## config.mk

```make
export PLATFORM = sky130hd
export DESIGN_NAME = decode_stage_flat
export DESIGN_NICKNAME = d
export VERILOG_FILES = /design/src/rtl/cpu_pkg.sv /design/src/rtl/decode_stage_if.sv /design/src/rtl/imm_gen.sv /design/src/rtl/decode_stage.sv /design/src/flat_wrapper.sv
export SDC_FILE = /design/constraint.sdc
export NUM_CORES = 1
export LEC_CHECK = 0
export CAP_MARGIN = 20
export CORE_AREA = 2 2 208 210
export CTS_BUF_LIST = sky130_fd_sc_hd__clkbuf_8
export DETAILED_ROUTE_END_ITERATION = 6
export DIE_AREA = 0 0 210 212
export GPL_TIMING_DRIVEN = 0
export PLACE_DENSITY = 0.69
export SYNTH_ARGS = -nofsm -noshare
export SYNTH_HDL_FRONTEND = slang
export SYNTH_SLANG_ARGS = --single-unit
```

## constraint.sdc

```tcl
create_clock -name clk -period 4.8 [get_ports clk]
set_input_delay 1.44 -clock clk [delete_from_list [all_inputs] [get_ports clk]]
set_output_delay 1.44 -clock clk [all_outputs]
set_load 0.1 [all_outputs]
```

## src/rtl/cpu_pkg.sv

```systemverilog
// Shared pipeline definitions: opcode constants, opcode classes, immediate formats
// and the ID/EX register layout.
package cpu_pkg;

    localparam int unsigned XLEN = 64;

    localparam logic [6:0] OpLui     = 7'b0110111;
    localparam logic [6:0] OpAuipc   = 7'b0010111;
    localparam logic [6:0] OpJal     = 7'b1101111;
    localparam logic [6:0] OpJalr    = 7'b1100111;
    localparam logic [6:0] OpBranch  = 7'b1100011;
    localparam logic [6:0] OpLoad    = 7'b0000011;
    localparam logic [6:0] OpStore   = 7'b0100011;
    localparam logic [6:0] OpOpimm   = 7'b0010011;
    localparam logic [6:0] OpOp      = 7'b0110011;
    localparam logic [6:0] OpOpimm32 = 7'b0011011;
    localparam logic [6:0] OpOp32    = 7'b0111011;

    typedef enum logic [3:0] {
        OcIllegal = 4'd0,
        OcLui,
        OcAuipc,
        OcJal,
        OcJalr,
        OcBranch,
        OcLoad,
        OcStore,
        OcOpimm,
        OcOp,
        OcOpimm32,
        OcOp32
    } opclass_t;

    typedef enum logic [2:0] {ImmNone, ImmI, ImmS, ImmB, ImmU, ImmJ} imm_fmt_t;

    typedef struct packed {
        logic [XLEN-1:0] pc;
        logic [XLEN-1:0] rs1_data;
        logic [XLEN-1:0] rs2_data;
        logic [XLEN-1:0] imm;
        logic [4:0]      rd;
        logic            we;
        opclass_t        opclass;
        logic [2:0]      funct3;
        logic            funct7b5;
        logic            illegal;
    } idex_t;

    function automatic opclass_t decode_opclass(input logic [6:0] opcode);
        case (opcode)
            OpLui:     return OcLui;
            OpAuipc:   return OcAuipc;
            OpJal:     return OcJal;
            OpJalr:    return OcJalr;
            OpBranch:  return OcBranch;
            OpLoad:    return OcLoad;
            OpStore:   return OcStore;
            OpOpimm:   return OcOpimm;
            OpOp:      return OcOp;
            OpOpimm32: return OcOpimm32;
            OpOp32:    return OcOp32;
            default:   return OcIllegal;
        endcase
    endfunction

    function automatic imm_fmt_t imm_fmt(input opclass_t oc);
        case (oc)
            OcJalr, OcLoad, OcOpimm, OcOpimm32: return ImmI;
            OcStore:                            return ImmS;
            OcBranch:                           return ImmB;
            OcLui, OcAuipc:                     return ImmU;
            OcJal:                              return ImmJ;
            default:                            return ImmNone;
        endcase
    endfunction

endpackage

```

## src/rtl/decode_stage_if.sv

```systemverilog
// Fetch, register-bank, writeback and execute connections of the decode stage.
interface decode_stage_if;

    logic                     in_valid;
    logic                     in_ready;
    logic [31:0]              in_instr;
    logic [cpu_pkg::XLEN-1:0] in_pc;
    logic [31:0]              rb_instruction;
    logic                     rb_read_en;
    logic [cpu_pkg::XLEN-1:0] rb_read_data1;
    logic [cpu_pkg::XLEN-1:0] rb_read_data2;
    logic                     wb_en;
    logic [4:0]               wb_rd;
    logic                     flush;
    logic                     out_valid;
    logic                     out_ready;
    logic [cpu_pkg::XLEN-1:0] out_pc;
    logic [cpu_pkg::XLEN-1:0] out_rs1_data;
    logic [cpu_pkg::XLEN-1:0] out_rs2_data;
    logic [cpu_pkg::XLEN-1:0] out_imm;
    logic [4:0]               out_rd;
    logic                     out_we;
    logic [3:0]               out_opclass;
    logic [2:0]               out_funct3;
    logic                     out_funct7b5;
    logic                     out_illegal;

    modport master (
        output in_valid, in_instr, in_pc, rb_read_data1, rb_read_data2,
               wb_en, wb_rd, flush, out_ready,
        input  in_ready, rb_instruction, rb_read_en, out_valid, out_pc, out_rs1_data,
               out_rs2_data, out_imm, out_rd, out_we, out_opclass, out_funct3,
               out_funct7b5, out_illegal
    );

    modport slave (
        input  in_valid, in_instr, in_pc, rb_read_data1, rb_read_data2,
               wb_en, wb_rd, flush, out_ready,
        output in_ready, rb_instruction, rb_read_en, out_valid, out_pc, out_rs1_data,
               out_rs2_data, out_imm, out_rd, out_we, out_opclass, out_funct3,
               out_funct7b5, out_illegal
    );

endinterface

```

## src/rtl/imm_gen.sv

```systemverilog
// Combinational RV64I immediate extraction; every format sign-extends from instr[31].
module imm_gen
    import cpu_pkg::*;
(
    input  logic [31:7]     instr,
    input  imm_fmt_t        fmt,
    output logic [XLEN-1:0] imm
);

    logic s;
    assign s = instr[31];

    always_comb begin
        imm = '0;
        case (fmt)
            ImmI: imm = {{(XLEN-12){s}}, instr[31:20]};
            ImmS: imm = {{(XLEN-12){s}}, instr[31:25], instr[11:7]};
            ImmB: imm = {{(XLEN-13){s}}, instr[31], instr[7], instr[30:25], instr[11:8], 1'b0};
            ImmU: imm = {{(XLEN-32){s}}, instr[31:12], 12'b0};
            ImmJ: imm = {{(XLEN-21){s}}, instr[31], instr[19:12], instr[20], instr[30:21], 1'b0};
            default: imm = '0;
        endcase
    end

endmodule

```

## src/rtl/decode_stage.sv

```systemverilog
// RV64I decode stage: field decode, pending-write scoreboard with RAW stall,
// and the ID/EX pipeline register toward execute.
module decode_stage
    import cpu_pkg::*;
(
    input logic         clk,
    input logic         rst_n,
    decode_stage_if.slave bus
);

    logic [31:0]     instr;
    opclass_t        opclass;
    logic [XLEN-1:0] imm;
    logic [4:0]      rs1, rs2, rd;
    logic            uses_rs1, uses_rs2, writes_rd;
    logic            hazard, issue;

    logic [31:0] sb_q, sb_d;
    logic        out_valid_q, out_valid_d;
    idex_t       idex_q, idex_d;

    assign instr   = bus.in_instr;
    assign opclass = decode_opclass(instr[6:0]);
    assign rs1     = instr[19:15];
    assign rs2     = instr[24:20];
    assign rd      = instr[11:7];

    imm_gen u_imm_gen (
        .instr (instr[31:7]),
        .fmt   (imm_fmt(opclass)),
        .imm   (imm)
    );

    always_comb begin
        uses_rs1  = !(opclass inside {OcLui, OcAuipc, OcJal, OcIllegal});
        uses_rs2  = opclass inside {OcBranch, OcStore, OcOp, OcOp32};
        writes_rd = !(opclass inside {OcBranch, OcStore, OcIllegal}) && (rd != 5'd0);
    end

    // The scoreboard is read before this cycle's writeback clear takes effect, so a
    // consumer keeps stalling through the wb_en cycle.
    assign hazard = bus.in_valid && ((uses_rs1 && sb_q[rs1]) || (uses_rs2 && sb_q[rs2]));
    assign bus.in_ready = !hazard && !bus.flush && (!out_valid_q || bus.out_ready);
    assign issue = bus.in_valid && bus.in_ready;

    assign bus.rb_instruction = instr;
    assign bus.rb_read_en     = bus.in_valid;

    always_comb begin
        sb_d = sb_q;
        if (bus.wb_en) sb_d[bus.wb_rd] = 1'b0;
        if (bus.flush && out_valid_q && idex_q.we) sb_d[idex_q.rd] = 1'b0;
        // Set after clear: the issuing instruction is younger than the retiring write.
        if (issue && writes_rd) sb_d[rd] = 1'b1;
        sb_d[0] = 1'b0;
    end

    always_comb begin
        out_valid_d = out_valid_q;
        idex_d      = idex_q;
        if (bus.flush) begin
            out_valid_d = 1'b0;
        end else if (issue) begin
            out_valid_d = 1'b1;
            idex_d = '{
                pc:       bus.in_pc,
                rs1_data: bus.rb_read_data1,
                rs2_data: bus.rb_read_data2,
                imm:      imm,
                rd:       rd,
                we:       writes_rd,
                opclass:  opclass,
                funct3:   instr[14:12],
                funct7b5: instr[30],
                illegal:  (opclass == OcIllegal)
            };
        end else if (bus.out_ready) begin
            out_valid_d = 1'b0;
        end
    end

    always_ff @(posedge clk or negedge rst_n) begin
        if (!rst_n) begin
            sb_q        <= '0;
            out_valid_q <= 1'b0;
            idex_q      <= '0;
        end else begin
            sb_q        <= sb_d;
            out_valid_q <= out_valid_d;
            idex_q      <= idex_d;
        end
    end

    assign bus.out_valid    = out_valid_q;
    assign bus.out_pc       = idex_q.pc;
    assign bus.out_rs1_data = idex_q.rs1_data;
    assign bus.out_rs2_data = idex_q.rs2_data;
    assign bus.out_imm      = idex_q.imm;
    assign bus.out_rd       = idex_q.rd;
    assign bus.out_we       = idex_q.we;
    assign bus.out_opclass  = idex_q.opclass;
    assign bus.out_funct3   = idex_q.funct3;
    assign bus.out_funct7b5 = idex_q.funct7b5;
    assign bus.out_illegal  = idex_q.illegal;

endmodule

```

## src/flat_wrapper.sv

```systemverilog
// flat-port wrapper written by rule: the top's interface ports become plain ports
module decode_stage_flat import cpu_pkg::*;
  (clk, rst_n, bus_in_valid, bus_in_instr, bus_in_pc, bus_rb_read_data1, bus_rb_read_data2, bus_wb_en, bus_wb_rd, bus_flush, bus_out_ready, bus_in_ready, bus_rb_instruction, bus_rb_read_en, bus_out_valid, bus_out_pc, bus_out_rs1_data, bus_out_rs2_data, bus_out_imm, bus_out_rd, bus_out_we, bus_out_opclass, bus_out_funct3, bus_out_funct7b5, bus_out_illegal);
  decode_stage_if bus_i ();
  input logic clk;
  input logic rst_n;
  input wire logic [$bits(bus_i.in_valid)-1:0] bus_in_valid;
  input wire logic [$bits(bus_i.in_instr)-1:0] bus_in_instr;
  input wire logic [$bits(bus_i.in_pc)-1:0] bus_in_pc;
  input wire logic [$bits(bus_i.rb_read_data1)-1:0] bus_rb_read_data1;
  input wire logic [$bits(bus_i.rb_read_data2)-1:0] bus_rb_read_data2;
  input wire logic [$bits(bus_i.wb_en)-1:0] bus_wb_en;
  input wire logic [$bits(bus_i.wb_rd)-1:0] bus_wb_rd;
  input wire logic [$bits(bus_i.flush)-1:0] bus_flush;
  input wire logic [$bits(bus_i.out_ready)-1:0] bus_out_ready;
  output wire logic [$bits(bus_i.in_ready)-1:0] bus_in_ready;
  output wire logic [$bits(bus_i.rb_instruction)-1:0] bus_rb_instruction;
  output wire logic [$bits(bus_i.rb_read_en)-1:0] bus_rb_read_en;
  output wire logic [$bits(bus_i.out_valid)-1:0] bus_out_valid;
  output wire logic [$bits(bus_i.out_pc)-1:0] bus_out_pc;
  output wire logic [$bits(bus_i.out_rs1_data)-1:0] bus_out_rs1_data;
  output wire logic [$bits(bus_i.out_rs2_data)-1:0] bus_out_rs2_data;
  output wire logic [$bits(bus_i.out_imm)-1:0] bus_out_imm;
  output wire logic [$bits(bus_i.out_rd)-1:0] bus_out_rd;
  output wire logic [$bits(bus_i.out_we)-1:0] bus_out_we;
  output wire logic [$bits(bus_i.out_opclass)-1:0] bus_out_opclass;
  output wire logic [$bits(bus_i.out_funct3)-1:0] bus_out_funct3;
  output wire logic [$bits(bus_i.out_funct7b5)-1:0] bus_out_funct7b5;
  output wire logic [$bits(bus_i.out_illegal)-1:0] bus_out_illegal;
  assign bus_i.in_valid = bus_in_valid;
  assign bus_i.in_instr = bus_in_instr;
  assign bus_i.in_pc = bus_in_pc;
  assign bus_i.rb_read_data1 = bus_rb_read_data1;
  assign bus_i.rb_read_data2 = bus_rb_read_data2;
  assign bus_i.wb_en = bus_wb_en;
  assign bus_i.wb_rd = bus_wb_rd;
  assign bus_i.flush = bus_flush;
  assign bus_i.out_ready = bus_out_ready;
  assign bus_in_ready = bus_i.in_ready;
  assign bus_rb_instruction = bus_i.rb_instruction;
  assign bus_rb_read_en = bus_i.rb_read_en;
  assign bus_out_valid = bus_i.out_valid;
  assign bus_out_pc = bus_i.out_pc;
  assign bus_out_rs1_data = bus_i.out_rs1_data;
  assign bus_out_rs2_data = bus_i.out_rs2_data;
  assign bus_out_imm = bus_i.out_imm;
  assign bus_out_rd = bus_i.out_rd;
  assign bus_out_we = bus_i.out_we;
  assign bus_out_opclass = bus_i.out_opclass;
  assign bus_out_funct3 = bus_i.out_funct3;
  assign bus_out_funct7b5 = bus_i.out_funct7b5;
  assign bus_out_illegal = bus_i.out_illegal;
  decode_stage u_core (.clk(clk), .rst_n(rst_n), .bus(bus_i));
endmodule
```

## Word level (Yosys, flattened, before mapping)

Memory sizes are Yosys's and may differ from the RTL's.
Index checks and enable logic that the tools add are counted.

| storage, ports and cells | value |
|---|---|
| flip-flop bits (word level) | 303 |
| latch bits | 0 |
| bits in writable memories | 0 |
| bits in read-only memories | 48 |
| output and inout bits | 306 |
| memories kept | 1 |

Memory list:

| memory | depth | width | rd ports | clocked after Yosys merged registers in | wr ports | RTL line | RTL |
|---|---|---|---|---|---|---|---|
| (no name shown) | 16 | 3 | 1 | 0 | 0 | cpu_pkg.sv:67 | `case (oc)` |

| operators by class | value |
|---|---|
| add/subtract/negate cells | 0 |
| multipliers | 0 |
| div/mod/pow operators | 0 |
| $lt $le $gt $ge | 8 |
| eq/ne operators | 23 |
| shift operators | 0 |
| muxes and demuxes | 18 |
| bitwise logic cells | 6 |
| reduce and logical (&&, ||, !) cells | 27 |

Operator list:

| operator | number |
|---|---|
| $pmux W64 S5 | 1 |
| $mux W32 | 3 |
| $and A32 B32 Y32 | 2 |
| $not A32 Y32 | 2 |
| $pmux W4 S11 | 1 |
| $or A32 B32 Y32 | 1 |
| $lt A5 B6 Y1 const B | 5 |
| $eq A7 B6 Y1 const B | 4 |
| $eq A7 B5 Y1 const B | 3 |
| $eq A7 B7 Y1 const B | 3 |
| $demux W1 S5 | 3 |
| $ge A5 B1 Y1 const B | 3 |
| $logic_and A1 B1 Y1 | 13 |
| $bmux W1 S5 | 2 |
| $eq A4 B2 Y1 const B | 2 |
| $eq A4 B3 Y1 const B | 2 |
| $eq A4 B4 Y1 const B | 2 |
| $mux W1 | 8 |
| $reduce_bool A4 Y1 | 2 |
| $eq A7 B2 Y1 const B | 1 |
| $eq A3 B2 Y1 const B | 2 |
| $eq A3 B3 Y1 const B | 2 |
| $reduce_bool A3 Y1 | 2 |
| $logic_not A1 Y1 | 5 |
| other kinds (7) | 8 |

## Logic depth before layout (Yosys ltp)

Gate-level depths: netlist of the first run.

| logic depth | value |
|---|---|
| depth after elaboration | 14 |
| depth in mapped cells | 10 |
| mapped depth without buffers | 6 |

## Cells and area by module

A second synthesis of the first run with hierarchy kept.

| unflattened totals | value |
|---|---|
| cells, all modules | 970 |
| area, all modules | 14600.3 um2 |

By module, submodules not included:

| module | times used | cells an instance | area an instance (um2) | seq. area each (um2) |
|---|---|---|---|---|
| decode_stage | 1 | 872 | 13969.6 | 7582.3 |
| imm_gen | 1 | 98 | 630.6 | 0.0 |

## Worst setup path before layout of the first run

Ideal clock, no wire load.

| timing path | value |
|---|---|
| path type | input to output |
| start | in bus_in_instr[17] |
| end | out bus_in_ready |
| data arrival time | 4.051 ns |
| setup slack | -0.691 ns |
| stages on the path | 8 |
| path buffers | 2 |
| cell sequence | clkbuf_1 > mux4_2 > mux2i_1 > nand3_1 > and3_1 > a21oi_1 > clkbuf_1 > o21a_1 |

| between the ends | value |
|---|---|
| word-level cells in the longest chain between the ends | 8 |

Ends and longest elaborated chain:

| item | RTL line | RTL |
|---|---|---|
| start: declaration | flat_wrapper.sv:8 | `input wire logic [$bits(bus_i.in_instr)-1:0] bus_in_instr;` |
| $bmux W1 S5 | decode_stage.sv:42 | `assign hazard = bus.in_valid && ((uses_rs1 && sb_q[rs1]) \|\| (uses_rs2 && sb_q[rs2]));` |
| $mux W1 (not written as such) | decode_stage.sv:42 |  |
| $logic_and A1 B1 Y1 | decode_stage.sv:42 |  |
| $logic_or A1 B1 Y1 | decode_stage.sv:42 |  |
| $logic_and A1 B1 Y1 | decode_stage.sv:42 |  |
| $logic_not A1 Y1 | decode_stage.sv:43 | `assign bus.in_ready = !hazard && !bus.flush && (!out_valid_q \|\| bus.out_ready);` |
| $logic_and A1 B1 Y1 (2 in series) | decode_stage.sv:43 |  |
| end: declaration | flat_wrapper.sv:16 | `output wire logic [$bits(bus_i.in_ready)-1:0] bus_in_ready;` |

Every way passes these cells. The select of a mux whose other input is x is not followed.

## Worst setup path after layout of the first run

| timing path | value |
|---|---|
| start | in bus_in_instr[19] |
| end | out bus_rb_instruction[19] |

RTL lines:

| item | RTL line | RTL |
|---|---|---|
| end: declaration | flat_wrapper.sv:17 | `output wire logic [$bits(bus_i.rb_instruction)-1:0] bus_rb_instruction;` |

No word-level cell between the ends.

==> results of run 1 <==
## per-stage QoR
stage                     worst slack [ns]  total power [uW]  cells
after global routing              0.001352             10080   2068
after detailed placement            -2.049              7491   1971
final                             0.003639              9736   2068
after CTS                         -0.08625              9834   2062
after floorplan                    0.05204              6173    891
after global placement              -9.746              7453   1967
## cells by family (layout without fill, tap and decap cells)
| group | Yosys count | count (layout) | share of synthesized area [%] |
|---|---|---|---|
| compound gates | 136 | 136 | 9.257 |
| buf+inv | 126 | 757 | 7.167 |
| flops | 271 | 271 | 55.81 |
| mux | 231 | 231 | 22.13 |
| simple gates | 127 | 127 | 5.633 |
## worst max-delay path: stages
cell,delay [ns]
clkdlybuf4s50_1,0.64
buf_4,0.16
clkdlybuf4s50_1,1.12
## per-layer routing
layer  track usage [%]  vias up  share of wire, %
li1                  -     4442                 -
met1             24.29     5004                40
met2             31.68      555                48
met3             6.219      119               8.8
met4             7.777        4               3.8
met5                 0        -             0.052
## flip-flops by register name, indices dropped and copies added (netlist names), 3 cells and up
signal                   count
u_core.bus.out_pc           64
u_core.bus.out_funct3        3
u_core.bus.out_opclass       4
u_core.bus.out_rd            5
u_core.bus.out_rs1_data     64
u_core.sb_q                 31
u_core.bus.out_rs2_data     64
u_core.bus.out_imm          32
## cell type report
class | instances | area, um^2
Buffer | 119 | 902.1
Clock buffer | 62 | 853.3
Timing Repair Buffer | 546 | 5510
Sequential cell | 271 | 6782
Clock inverter | 23 | 163.9
Tap cell | 546 | 683.2
Fill cell | 3832 | 23030
Multi-Input combinational cell | 494 | 4558
Inverter | 7 | 26.28
## placed cells by master (no fill, tap or decap), types with 6 or more instances in the layout
cell             count
dfrtp_1            271
nand3b_1            12
o41ai_1             16
clkbuf_8            62
nor2b_1              7
clkbuf_1            17
buf_2                9
a221oi_1             6
clkdlybuf4s50_1    514
a2bb2oi_1           25
and3_1               6
or3b_2               6
mux2i_1             10
or3_1                7
mux4_2               9
a22o_1              11
o221ai_1            31
nand3_1             11
mux2_1             166
buf_4               79
mux2_2              45
dlygate4sd2_1        7
inv_1               20
o21ai_0             19
nand2_1             39
buf_6               19
nor2_1              15
## timing repair
item                       in CTS  in global routing
setup endpoints to repair       9                  4
gates cloned                    0                  0
pin swaps                       4                  9
buffers inserted                6                  5
hold endpoints to repair        0                  0
gates resized for setup        43                 28
## power by group
group	internal [uW]	total (uW)	leakage, uW	switching [uW]
Sequential	2650	2850	0.00328	201
Clock	1270	2280	0.000569	1010
Combinational	1130	4600	0.00427	3480
## path summary, 6_finish.rpt
check | start | end | slack, ns | cells past startpoint
hold reg to reg | u_core.bus.out_opclass[0]$_DFFE_PN0P_ | u_core.bus.out_opclass[0]$_DFFE_PN0P_ | 0.48 | 1
min in group asynchronous | rst_n | u_core.bus.out_rs2_data[9]$_DFFE_PN0P_ | 0.79 | 1
setup reg to reg | u_core.sb_q[15]$_DFF_PN0_ | u_core.bus.out_rs1_data[23]$_DFFE_PN0P_ | 1.67 | 9
max in group asynchronous | rst_n | u_core.bus.out_rs1_data[4]$_DFFE_PN0P_ | 2.99 | 2
setup / recovery | bus_in_instr[19] | bus_rb_instruction[19] | 0.004 | 3
hold / removal | u_core.bus.out_opclass[0]$_DFFE_PN0P_ | u_core.bus.out_opclass[0]$_DFFE_PN0P_ | 0.48 | 1
==> results.ini, run 1 <==
[run_status]
status = completed

[synthesis]
synth_top_flop_cell = dfrtp_1
ys_warn_count = 0
yosysTopAreaCell = dfrtp_1
synth-edff-count = 0
avgSynthCellArea_um2 = 13.64
ys_top_cells_by_area = dfrtp_1 (56%), mux2_1 (15%), buf_4 (4.1%), mux2_2 (4.1%), o221ai_1 (2.2%)
syn_nets = 1126
synth-seq-area-share_pct = 55.81
synth_area_um2 = 12150
synth_commonest_cells = dfrtp_1 (271), mux2_1 (167), buf_4 (67)
netlist-cell-type-count = 52
synth_most_common_cell = dfrtp_1
synthDominantCellAreaShare_pct = 55.81
synthCells = 891
ys_ff_latch = 271
async_reset_ff_share_pct = 100.0

[global_route]
grt_pass1_vias = 10630
antenna_found_initial = 3
grt_overflow = 0
grt_max_degree = 115
grt_pass1_wl_mm = 65.78
grt_usage_pct = 19.55

[drt]
wl_mm = 44.59
first_iter_violations = 603
vias = 10120
first_pass_iters = 7
ant_nets = 0
wl_per_cell_um = 21.56
viasPerCell = 4.896
route.detailed.drc = 0

[cts]
cts_tree = yes
clkSinkCount = 271
clk_pin_slew_ns = 0.06
cts_buffers = 50
clk_latency_ns = 0.62
cts_root_buf = clkbuf_8
cts_hold_buffers = 0
cts_buffer_depth = 3
cts_max_level = 2

[timing]
setup_tns_ns = 0
finalMaxSlewViolations = 0
clock_skew_ns = 0.01787
rsz0062_at_grt = no
hold_violations = 0
slew_headroom_pct = 25.80
holdWs_ns = 0.4808
period_share_pct = 99.92
finalCriticalPeriod_ns = 4.796
finalSetupViolations = 0
fmax_ghz = 0.2085
tightest_slew_ns = 1.109

[die]
dieArea_um2 = 44520
core_area_um2 = 42510
die_h_um = 212
initial_utilization_pct = 28.59
ios = 541
rows = 76
die_x_um = 210

[final_layout]
areaGrowthSynthToFinish_pct = 60.31
fin_nets = 1724
final_cell_area_um2 = 19480
antenna_cells = 0
utilization_pct = 45.83
drive_gt1_share_pct = 17.81

[power_and_ir_drop]
p_per_area_nw_per_um2 = 499.9
ir_worst_vdd_uv = 340.1
cellLeakagePower_uw = 0.008122

[place]
gp_congestion = 0.9141
place_area_um2 = 18270
hpwl_mm = 33.48
io_buffers = 530

[run]
drv_cap = 0

[worst_setup_path]
crit_fanout = 5
critPathArrivalTime_ns = 3.36
startpoint_type = input port
path_class = input port to output port
worstPathRequired_ns = 3.36
critPathCaptureType = output port

[worst_hold_path]
hold_path.class = flip-flop to flip-flop

(Power assumes the default switching activity.)
==> run 2, diff against run 1 <==
- GPL_TIMING_DRIVEN: 0 -> not set
==> run 2 against run 1 <==
Net effect:
- power is 0.84% lower
- sequential power hardly changed
- core utilization fell by 0.13 points
- die area stayed put
- global-route usage barely moved
- sequential share of layout area is 0.099 points higher
- worst setup slack better by 0.042 ns
- register-to-register slack got worse by 0.74 ns
- critical path type unchanged
- largest cell class unchanged
- largest power group unchanged
- highest routed layer unchanged
==> results.ini, run 2 (synthesis gave the netlist of run 1 again) <==
[worst_setup_path]
cp-startpoint = bus_in_instr[20]
reg2reg_from = u_core.sb_q[21]$_DFF_PN0_
startpoint_type = input port
slowest_stage = and4_4
critPathArrivalTime_ns = 3.31
crit_chain = buf_4, bufbuf_16, buf_8, mux2i_1, mux2_2, o211ai_1, and4_4, a21oi_4, o21a_4, buf_12
slowest_delay_ns = 0.29
critPathCaptureType = output port
worstPathRequired_ns = 3.36
crit_fanout = 7
rr_worst_depth = 18
path_class = input port to output port

[final_layout]
areaGrowthSynthToFinish_pct = 59.86
utilization_pct = 45.70
fin_nets = 1705
drive_gt1_share_pct = 21.35
mostFrequentLayoutCell = clkdlybuf4s50_1
mostFrequentLayoutCells = clkdlybuf4s50_1 (459), dfrtp_1 (271), mux2_1 (167)

[cts]
cts_tree = yes
cts_max_level = 2
clk_pin_slew_ns = 0.06
cts_hold_buffers = 0
clkSinkCount = 271
cts_buffer_depth = 3
clk_latency_ns = 0.61
cts_buffers = 49
cts_root_buf = clkbuf_8

[timing]
finalMaxSlewViolations = 0
finalSetupViolations = 0
clock_skew_ns = 0.03570
setup_tns_ns = 0
finalCriticalPeriod_ns = 4.754
hold_violations = 0
period_share_pct = 99.05
slew_headroom_pct = 26.46
fmax_ghz = 0.2103
tightest_slew_ns = 1.100
holdWs_ns = 0.4830

[drt]
routed.top_layer = met5
viasPerCell = 4.876
wl_met3_mm = 3.814
ant_nets = 0
route.detailed.drc = 0
dr_wl_met2_mm = 22.04
wl_per_cell_um = 21.92
vias = 9976
first_pass_iters = 5
first_iter_violations = 754
wl_mm = 44.84
wl_met1_mm = 17.13

[worst_hold_path]
hold_path.class = flip-flop to flip-flop
hold_path_startpoint = u_core.bus.out_pc[3]$_DFFE_PN0P_
min_path_cells = 1

[die]
die_x_um = 210
rows = 76
initial_utilization_pct = 28.59
dieArea_um2 = 44520
core_area_um2 = 42510
ios = 541
die_h_um = 212

[global_route]
grt_usage_pct = 19.52
grt_max_degree = 93
antenna_found_initial = 3
grt_pass1_wl_mm = 65.61
grt_overflow = 0
grt_pass1_vias = 10720

[power_and_ir_drop]
cellLeakagePower_uw = 0.008227
power_uw = 9655
ir_worst_vdd_uv = 327.9
p_per_area_nw_per_um2 = 497.1

[place]
hpwl_mm = 33.43
io_buffers = 540
gp_congestion = 0.9038

[run_status]
status = completed

[run]
drv_cap = 0

==> run 2: changes by cell type in the layout (fill, tap and decap cells not counted), moves of 2 or more <==
| cell | before | now |
|---|---|---|
| buf_12 | 4 | 26 |
| buf_4 | 79 | 144 |
| clkdlybuf4s50_1 | 514 | 459 |
| buf_16 | 3 | 0 |
| buf_1 | 2 | 0 |
| buf_2 | 9 | 0 |
| clkinv_2 | 4 | 2 |
| clkbuf_8 | 62 | 56 |
| buf_8 | 4 | 2 |
| buf_6 | 19 | 4 |
| inv_1 | 20 | 24 |
| clkbuf_1 | 17 | 0 |
==> run 2: area by class of cell <==
type / instances / area (um^2)
fill: 3830 / 23080
multi-input combinational: 494 / 4577
clock buffer: 56 / 770.7
timing repair buffer: 647 / 6404
sequential: 271 / 6782
clock inverter: 24 / 178.9
inverter: 7 / 26.28
antenna: 1 / 2.502
tap: 546 / 683.2
==> run 2: worst paths after layout <==
kind                                                     endpoint  slack (ns)
min in group asynchronous  u_core.bus.out_rs2_data[7]$_DFFE_PN0P_        0.86
hold / removal                   u_core.bus.out_pc[3]$_DFFE_PN0P_        0.48
max in group asynchronous       u_core.bus.out_pc[41]$_DFFE_PN0P_        2.89
hold reg to reg                  u_core.bus.out_pc[3]$_DFFE_PN0P_        0.48
setup / recovery                                     bus_in_ready        0.05
setup reg to reg                        u_core.sb_q[17]$_DFF_PN0_        0.93
==> run 2: metrics by stage <==
stage          cells  cell area [um^2]  worst slack, ns
2_1_floorplan    891             12180          0.05204
3_3_place_gp    1931             18100          -0.2962
3_5_place_dp    1931             18100          -0.2846
4_1_cts         2040             19340          0.01010
5_1_grt         2045             19420         -0.02400
6_report        2046             19420          0.04573
==> run 2: power by group <==
part / leakage [uW] / switching, uW / internal (uW)
combinational: 0.00440 / 3460 / 1130
sequential: 0.00328 / 220 / 2650
clock: 0.000544 / 976 / 1210
==> run 2: timing repair <==
action                                  CTS  global route
setup buffers                            28             3
pin swaps                                12            10
endpoints found under the setup margin    1             1
resized for setup                        23            14
gates cloned                              1             0
hold endpoints to repair                  0             0
==> run 2: worst max-delay path: cells and delay by family <==
kind / cells / cell delay [ns]
AOI/OAI and AO/OA: 3 / 0.50
buffers and inverters: 4 / 0.70
and+or+nand+nor: 1 / 0.29
muxes: 2 / 0.38
==> run 2: routing by layer <==
| metal | vias up | track usage (%) |
|---|---|---|
| li1 | 4418 | - |
| met1 | 4955 | 23.01 |
| met2 | 499 | 32.66 |
| met3 | 102 | 6.292 |
| met4 | 2 | 8.657 |
| met5 | - | 0 |
